[config.mk]
export PLATFORM = sky130hd
export DESIGN_NAME = systolic_mm_engine_flat
export DESIGN_NICKNAME = d
export VERILOG_FILES = /design/src/rtl/systolic_mm_if.sv /design/src/rtl/systolic_mm_engine.sv /design/src/flat_wrapper.sv
export SDC_FILE = /design/constraint.sdc
export NUM_CORES = 1
export LEC_CHECK = 0
export ABC_AREA = 0
export BUFFER_PORTS_ARGS = -buffer_cell sky130_fd_sc_hd__buf_2
export CORE_ASPECT_RATIO = 0.9
export CORE_UTILIZATION = 65
export CTS_CLUSTER_DIAMETER = 80
export DETAILED_ROUTE_END_ITERATION = 10
export GPL_TIMING_DRIVEN = 0
export PLACE_DENSITY = 0.85
export SYNTH_ARGS = -nofsm -noshare
export SYNTH_HDL_FRONTEND = slang
export SYNTH_SLANG_ARGS = --single-unit
export TNS_END_PERCENT = 50
[constraint.sdc]
create_clock -name clk -period 6.3 [get_ports clk]
set_input_delay 0.945 -clock clk [delete_from_list [all_inputs] [get_ports clk]]
set_output_delay 0.945 -clock clk [all_outputs]
set_load 0.05 [all_outputs]
[src/rtl/systolic_mm_if.sv]
// Host-side bundle for systolic_mm_engine: beat handshake, start/done control and packed result.
interface systolic_mm_if #(
    parameter int BITWIDTH                 = 8,
    parameter int IS_BITWIDTH_DOUBLE_SCALE = 0,
    parameter int X_ROW                    = 3,
    parameter int Y_COL                    = 3,
    parameter int K_MAX                    = 16
);
    localparam int RW = BITWIDTH * (IS_BITWIDTH_DOUBLE_SCALE + 1);
    localparam int KW = $clog2(K_MAX + 1);

    logic                      start;
    logic [KW-1:0]             k_len;
    logic                      in_valid;
    logic                      in_ready;
    logic [X_ROW*BITWIDTH-1:0] a_col;
    logic [Y_COL*BITWIDTH-1:0] b_row;
    logic                      busy;
    logic                      done;
    logic                      out_valid;
    logic [X_ROW*Y_COL*RW-1:0] result;

    modport master (
        output start, k_len, in_valid, a_col, b_row,
        input  in_ready, busy, done, out_valid, result
    );

    modport slave (
        input  start, k_len, in_valid, a_col, b_row,
        output in_ready, busy, done, out_valid, result
    );
endinterface

[src/rtl/systolic_mm_engine.sv]
// Output-stationary systolic matrix-multiply tile: C = A*B with internal input skew,
// valid/ready beat intake and a start/done control FSM.
module systolic_mm_engine #(
    parameter int BITWIDTH                 = 8,
    parameter int IS_BITWIDTH_DOUBLE_SCALE = 0,
    parameter int X_ROW                    = 3,
    parameter int Y_COL                    = 3,
    parameter int K_MAX                    = 16
) (
    input  logic         clk,
    input  logic         rst,
    systolic_mm_if.slave bus
);
    localparam int RW        = BITWIDTH * (IS_BITWIDTH_DOUBLE_SCALE + 1);
    localparam int KW        = $clog2(K_MAX + 1);
    localparam int DRAIN_LEN = X_ROW + Y_COL;
    localparam int DW        = $clog2(DRAIN_LEN + 1);
    localparam logic [KW-1:0] K_MAX_V = KW'(K_MAX);

    typedef enum logic [1:0] {S_IDLE, S_LOAD, S_DRAIN, S_DONE} state_t;

    state_t        state;
    logic [KW-1:0] k_reg;
    logic [KW-1:0] beat_cnt;
    logic [DW-1:0] drain_cnt;
    logic          in_ready_q;
    logic          busy_q;
    logic          done_q;
    logic          out_valid_q;

    logic          start_take;
    logic          beat_take;
    logic [KW-1:0] k_eff;

    assign start_take = bus.start && (state == S_IDLE || state == S_DONE);
    assign beat_take  = bus.in_valid && in_ready_q;
    assign k_eff      = (bus.k_len > K_MAX_V) ? K_MAX_V : bus.k_len;

    // NOTE: state registers use non-blocking (<=) so every flop samples pre-edge values.
    always_ff @(posedge clk) begin
        if (rst) begin
            state       <= S_IDLE;
            k_reg       <= '0;
            beat_cnt    <= '0;
            drain_cnt   <= '0;
            in_ready_q  <= 1'b0;
            busy_q      <= 1'b0;
            done_q      <= 1'b0;
            out_valid_q <= 1'b0;
        end else begin
            done_q <= 1'b0;
            case (state)
                S_IDLE, S_DONE: begin
                    if (start_take) begin
                        k_reg    <= k_eff;
                        beat_cnt <= '0;
                        if (k_eff == '0) begin
                            state       <= S_DONE;
                            done_q      <= 1'b1;
                            out_valid_q <= 1'b1;
                            busy_q      <= 1'b0;
                            in_ready_q  <= 1'b0;
                        end else begin
                            state       <= S_LOAD;
                            out_valid_q <= 1'b0;
                            busy_q      <= 1'b1;
                            in_ready_q  <= 1'b1;
                        end
                    end
                end
                S_LOAD: begin
                    if (beat_take) begin
                        beat_cnt <= beat_cnt + KW'(1);
                        if (beat_cnt + KW'(1) == k_reg) begin
                            in_ready_q <= 1'b0;
                            drain_cnt  <= '0;
                            state      <= S_DRAIN;
                        end
                    end
                end
                S_DRAIN: begin
                    // Last product lands one edge before this transition.
                    if (drain_cnt == DW'(DRAIN_LEN - 1)) begin
                        state       <= S_DONE;
                        done_q      <= 1'b1;
                        out_valid_q <= 1'b1;
                        busy_q      <= 1'b0;
                    end else begin
                        drain_cnt <= drain_cnt + DW'(1);
                    end
                end
                default: state <= S_IDLE;
            endcase
        end
    end

    logic [BITWIDTH-1:0] a_skew [X_ROW];
    logic [BITWIDTH-1:0] b_skew [Y_COL];

    // Row i of A is delayed i cycles and column j of B j cycles; idle cycles inject zeros.
    for (genvar i = 0; i < X_ROW; i++) begin : g_a_skew
        logic [BITWIDTH-1:0] a_in;
        assign a_in = beat_take ? bus.a_col[(X_ROW-1-i)*BITWIDTH +: BITWIDTH] : '0;
        if (i == 0) begin : g_direct
            assign a_skew[i] = a_in;
        end else begin : g_line
            logic [BITWIDTH-1:0] line [0:i-1];
            always_ff @(posedge clk) begin
                if (rst) begin
                    for (int d = 0; d < i; d++) line[d] <= '0;
                end else begin
                    line[0] <= a_in;
                    for (int d = 1; d < i; d++) line[d] <= line[d-1];
                end
            end
            assign a_skew[i] = line[i-1];
        end
    end

    for (genvar j = 0; j < Y_COL; j++) begin : g_b_skew
        logic [BITWIDTH-1:0] b_in;
        assign b_in = beat_take ? bus.b_row[(Y_COL-1-j)*BITWIDTH +: BITWIDTH] : '0;
        if (j == 0) begin : g_direct
            assign b_skew[j] = b_in;
        end else begin : g_line
            logic [BITWIDTH-1:0] line [0:j-1];
            always_ff @(posedge clk) begin
                if (rst) begin
                    for (int d = 0; d < j; d++) line[d] <= '0;
                end else begin
                    line[0] <= b_in;
                    for (int d = 1; d < j; d++) line[d] <= line[d-1];
                end
            end
            assign b_skew[j] = line[j-1];
        end
    end

    logic [BITWIDTH-1:0] a_pe [X_ROW][Y_COL];
    logic [BITWIDTH-1:0] b_pe [X_ROW][Y_COL];
    logic [RW-1:0]       acc  [X_ROW][Y_COL];

    // NOTE: the PE arrays are reset word by word; a stale operand or sum would leak into the next product.
    always_ff @(posedge clk) begin
        if (rst) begin
            for (int i = 0; i < X_ROW; i++) begin
                for (int j = 0; j < Y_COL; j++) begin
                    a_pe[i][j] <= '0;
                    b_pe[i][j] <= '0;
                    acc[i][j]  <= '0;
                end
            end
        end else begin
            for (int i = 0; i < X_ROW; i++) a_pe[i][0] <= a_skew[i];
            for (int i = 0; i < X_ROW; i++)
                for (int j = 1; j < Y_COL; j++) a_pe[i][j] <= a_pe[i][j-1];
            for (int j = 0; j < Y_COL; j++) b_pe[0][j] <= b_skew[j];
            for (int i = 1; i < X_ROW; i++)
                for (int j = 0; j < Y_COL; j++) b_pe[i][j] <= b_pe[i-1][j];
            for (int i = 0; i < X_ROW; i++) begin
                for (int j = 0; j < Y_COL; j++) begin
                    if (start_take) acc[i][j] <= '0;
                    else            acc[i][j] <= acc[i][j] + RW'(a_pe[i][j]) * RW'(b_pe[i][j]);
                end
            end
        end
    end

    // NOTE: combinational blocks assign a default first so no path can infer a latch.
    always_comb begin
        bus.result = '0;
        for (int i = 0; i < X_ROW; i++)
            for (int j = 0; j < Y_COL; j++)
                bus.result[(X_ROW*Y_COL-1-(i*Y_COL+j))*RW +: RW] = acc[i][j];
    end

    assign bus.in_ready  = in_ready_q;
    assign bus.busy      = busy_q;
    assign bus.done      = done_q;
    assign bus.out_valid = out_valid_q;
endmodule

[src/flat_wrapper.sv]
// flat-port wrapper written by rule: the top's interface ports become plain ports
module systolic_mm_engine_flat 
#(
    parameter int BITWIDTH                 = 8,
    parameter int IS_BITWIDTH_DOUBLE_SCALE = 0,
    parameter int X_ROW                    = 3,
    parameter int Y_COL                    = 3,
    parameter int K_MAX                    = 16
)
  (clk, rst, bus_start, bus_k_len, bus_in_valid, bus_a_col, bus_b_row, bus_in_ready, bus_busy, bus_done, bus_out_valid, bus_result);
  systolic_mm_if #(.BITWIDTH(BITWIDTH), .IS_BITWIDTH_DOUBLE_SCALE(IS_BITWIDTH_DOUBLE_SCALE), .X_ROW(X_ROW), .Y_COL(Y_COL), .K_MAX(K_MAX)) bus_i ();
  input  logic clk;
  input  logic rst;
  input wire logic [$bits(bus_i.start)-1:0] bus_start;
  input wire logic [$bits(bus_i.k_len)-1:0] bus_k_len;
  input wire logic [$bits(bus_i.in_valid)-1:0] bus_in_valid;
  input wire logic [$bits(bus_i.a_col)-1:0] bus_a_col;
  input wire logic [$bits(bus_i.b_row)-1:0] bus_b_row;
  output wire logic [$bits(bus_i.in_ready)-1:0] bus_in_ready;
  output wire logic [$bits(bus_i.busy)-1:0] bus_busy;
  output wire logic [$bits(bus_i.done)-1:0] bus_done;
  output wire logic [$bits(bus_i.out_valid)-1:0] bus_out_valid;
  output wire logic [$bits(bus_i.result)-1:0] bus_result;
  assign bus_i.start = bus_start;
  assign bus_i.k_len = bus_k_len;
  assign bus_i.in_valid = bus_in_valid;
  assign bus_i.a_col = bus_a_col;
  assign bus_i.b_row = bus_b_row;
  assign bus_in_ready = bus_i.in_ready;
  assign bus_busy = bus_i.busy;
  assign bus_done = bus_i.done;
  assign bus_out_valid = bus_i.out_valid;
  assign bus_result = bus_i.result;
  systolic_mm_engine #(.BITWIDTH(BITWIDTH), .IS_BITWIDTH_DOUBLE_SCALE(IS_BITWIDTH_DOUBLE_SCALE), .X_ROW(X_ROW), .Y_COL(Y_COL), .K_MAX(K_MAX)) u_core (.clk(clk), .rst(rst), .bus(bus_i));
endmodule
==> summary by stage <==
Outcome
The run finished with clean final reports.

Worst setup path
For the worst setup path, the data arrival time is 4590 ps. STA puts the critical path data required time at 6590 ps. The peak fanout along the critical path is 8.

The critical path is of the flop to flop type. The worst setup path is launched from a flop. The element type at the critical path end is a flop.

Final layout
Once layout is complete, the cells apart from fillers number 2476. The sequential cell area is 6390 sq um. The largest registers in the layout are u_core.a_pe (72), u_core.acc (72), u_core.b_pe (72).

The area added between synthesis and finish is 13.1%. After routing the design area is 20700 sq um. In the final layout, the multi-input gates occupy approximately 11000 sq um. The fraction of final layout cells sized beyond drive strength 1 is 0.0882. The leading cell type in the layout, fill and taps excluded is sky130_fd_sc_hd__inv_1.

The net count of the finished layout is around 2500. The fill cell instance count of the final layout is 1850. The library cells used most frequently in the layout, excluding fill and tap cells, are 334 x sky130_fd_sc_hd__inv_1, 230 x sky130_fd_sc_hd__nand2_1, 211 x sky130_fd_sc_hd__dfxtp_1, 189 x sky130_fd_sc_hd__and2_1, 162 x sky130_fd_sc_hd__fa_1.

Clock network
Clock-pin slew was measured on the worst setup and hold paths at approximately 70 ps. The maximum root-to-sink buffer count is 3. The CTS sink count is around 280. The clock buffer count from CTS is 30. The number of gates resized after CTS was 0. The tree is rooted in a sky130_fd_sc_hd__clkbuf_16. The number of buffers inserted for hold repair after clock tree synthesis is 0. The clock insertion delay at the later pin of the skew report is 570 ps. The number of setup buffers added after CTS is 0. The TritonCTS clock tree is done. The maximum level of the CTS H-tree is 1.

Timing
Setup repair after global routing left no endpoint under its margin. Between clock sinks in the finished design, the worst skew comes to ~23 ps. Derived from the worst setup path, the maximum achievable clock frequency is about 0.23 GHz. The worst-margin pin slew is between 1000 and 1500 ps. The count of final max-slew check failures is 0. Of the available clock period, the critical path in the final layout requires 0.683.

The final period demand of the worst path is 4300 ps. Setup total negative slack on the finished layout was measured at 0 ps. The final-report hold violation count came to 0. The worst relative slew slack is 0.123.

Setup violations remaining at the end of the flow were counted as 0.

Logic synthesis
Of the total synthesized cell area, the portion taken by XOR and XNOR cells is 0.0799. The most frequently used flop master after synthesis is sky130_fd_sc_hd__dfxtp_1. The sequential area share after synthesis is 0.349.

The multiplexer fraction of the synthesized cell area is 0. The count of flip-flops with a built-in enable after synthesis is 72. The synthesized netlist contains 36 unique library cells.

The gate count after technology mapping is between 1500 and 2000. In this run, synthesis produced a sequential element count of roughly 280. In this run the cell area of the synthesized design comes to approximately 18000 sq um. The Yosys step of the flow raised 0 warnings.

The simple-gate portion of the synthesized area is 0.182. The average instance in the mapped netlist occupies 9.83 sq um. Counting flops with an async set or reset pin after synthesis yields a share of 0.

Of the total synthesized cell area, the portion taken by full adders, half adders and majority gates is 0.286. The combinational family with the most area after synthesis is adder cells. The compound-gate portion of the synthesized area is 0.0261.

Routing
The residual antenna-violating net count after detailed routing is 0. The count of unresolved DRC violations after routing is 0. The number of DRC markers in iteration 0 is between 700 and 800. The total routed wirelength is slightly above 40000 um.

The number of iterations in the first detailed-routing pass is 7. The post-detailed-route via-to-cell ratio is around 5.2. The routed layout has roughly 13000 vias. Dividing the detail-routed wire length by the instance count gives around 16 um.

Place
The number of placed instances, taps included is around 2400. During placement, the flow inserted port buffers numbering roughly 130. The total cell area at the placement stage is a little under 20000 sq um. After legalization and detailed placement, the total HPWL measured between 30000 and 40000 um.

The congestion estimate from routability-driven global placement came to roughly 0.91.

Power and ir drop
The maximum ir drop on the vdd rail is approximately 250 uV. In this run the power density over the cells is approximately 230 nW/um^2. The analysis attributes to cell leakage a power of 9.78 nW.

Global routing
The wire length of the first global-routing pass is around 66000 um. The pin count of the biggest net entering global routing is 17. The remaining global-route overflow is 0. The initial antenna violation count is 1.

The aggregate global-route resource usage is 0.294. The via count of the first global-routing pass was approximately 13000.

Floorplan
The die width is 179 um. For this configuration, the core starts out at a cell density of 0.670. The I/O pin count is ~130. The placeable core region is 27300 sq um.

The chip height is around 160 um. The count of standard-cell rows is 57. The overall die area is between 20000 and 30000 sq um.

Flow run
Across the run, the number of max-cap violations was 0.

Min path
The path class of the tightest hold or removal check is flop to flop.
[cells in the mapped netlist, drive strengths merged (2+ instances only)]
cell    instances  area, sq um
inv           334         1250
nand2         230          863
xor2           36          315
o21ai           3         15.0
nor3b           4         30.0
a21o           22          165
a21oi          35          175
nand2b          3         18.8
or4             3         22.5
clkbuf         38          143
nor3            4         20.0
and2          189         1180
nor4            3         25.0
nor2b         145          907
ha            159         1990
fa            162         3240
xnor2         131         1150
nand3           5         25.0
o31ai           3         22.5
a211oi          3         22.5
o211ai          2         15.0
buf             2         7.51
or3             4         25.0
nor2           50          188
edfxtp         72         2160
dfxtp         211         4220
[layout make-up]
type | instances | area share
clock inverter | 17 | 0.00683
clock buffer | 39 | 0.0429
timing repair buffer | 132 | 0.0319
sequential | 283 | 0.309
buffer | 40 | 0.00725
multi-input combinational | 1276 | 0.520
antenna | 1 | 0.000121
tap | 354 | 0.0214
inverter | 334 | 0.0606
[path summary, 6_finish.rpt]
check | startpoint | end | slack [ps] | depth (start not counted)
worst max-delay path | u_core.b_pe[0][17] | u_core.acc[0][23] | 2000 | 14
worst max register to register | u_core.b_pe[0][17] | u_core.acc[0][23] | 2000 | 14
worst min-delay path | u_core.g_b_skew[1].g_line.line[0][4] | u_core.b_pe[0][12] | 430 | 1
worst min register to register | u_core.g_b_skew[1].g_line.line[0][4] | u_core.b_pe[0][12] | 430 | 1
[logic make-up (layout without fill, tap and decap cells)]
group | Yosys count | after routing
xor gates and xnor gates | 167 | 167
DFF | 283 | 283
adders and majority gates | 321 | 321
buffers and inverters | 374 | 562
AOI/OAI and AO/OA | 73 | 73
and+or+nand+nor | 643 | 643
other | 1 | 73
[critical path, stage by stage, from the launching register on]
cell and delay [ps]:
sky130_fd_sc_hd__dfxtp_1 330, sky130_fd_sc_hd__clkbuf_1 390, sky130_fd_sc_hd__nand2_1 150, sky130_fd_sc_hd__fa_1 520, sky130_fd_sc_hd__inv_1 60, sky130_fd_sc_hd__fa_1 520
sky130_fd_sc_hd__inv_1 60, sky130_fd_sc_hd__fa_1 480, sky130_fd_sc_hd__fa_1 550, sky130_fd_sc_hd__inv_1 50, sky130_fd_sc_hd__ha_1 310, sky130_fd_sc_hd__a21oi_1 210
sky130_fd_sc_hd__xnor2_1 170, sky130_fd_sc_hd__xnor2_1 140, sky130_fd_sc_hd__nor2_1 80
[stage by stage]
stage / hold WS (ps) / worst slack (ps) / power (mW) / utilization
3_3_place_gp: 418 / 2130 / 2.93 / 0.720
4_1_cts: 434 / 2000 / 4.74 / 0.758
6_report: 432 / 2000 / 4.73 / 0.758
2_1_floorplan: 414 / 2280 / 2.70 / -
3_5_place_dp: 424 / 2020 / 2.97 / 0.720
5_1_grt: 452 / 1840 / 4.92 / 0.758
[power breakdown]
group,switching (mW),internal [mW],total (mW)
logic,0.608,0.267,0.875
registers,0.0849,1.98,2.07
clock network,0.772,1.01,1.78
[routing by layer]
metal	vias to the layer above	wire length, um	global-route usage
li1	6015	-	-
met1	6197	16700	0.381
met2	457	19400	0.500
met3	106	2750	0.0424
met4	0	1400	0.109
met5	-	0	0
Power figures use the tool's default switching activity.
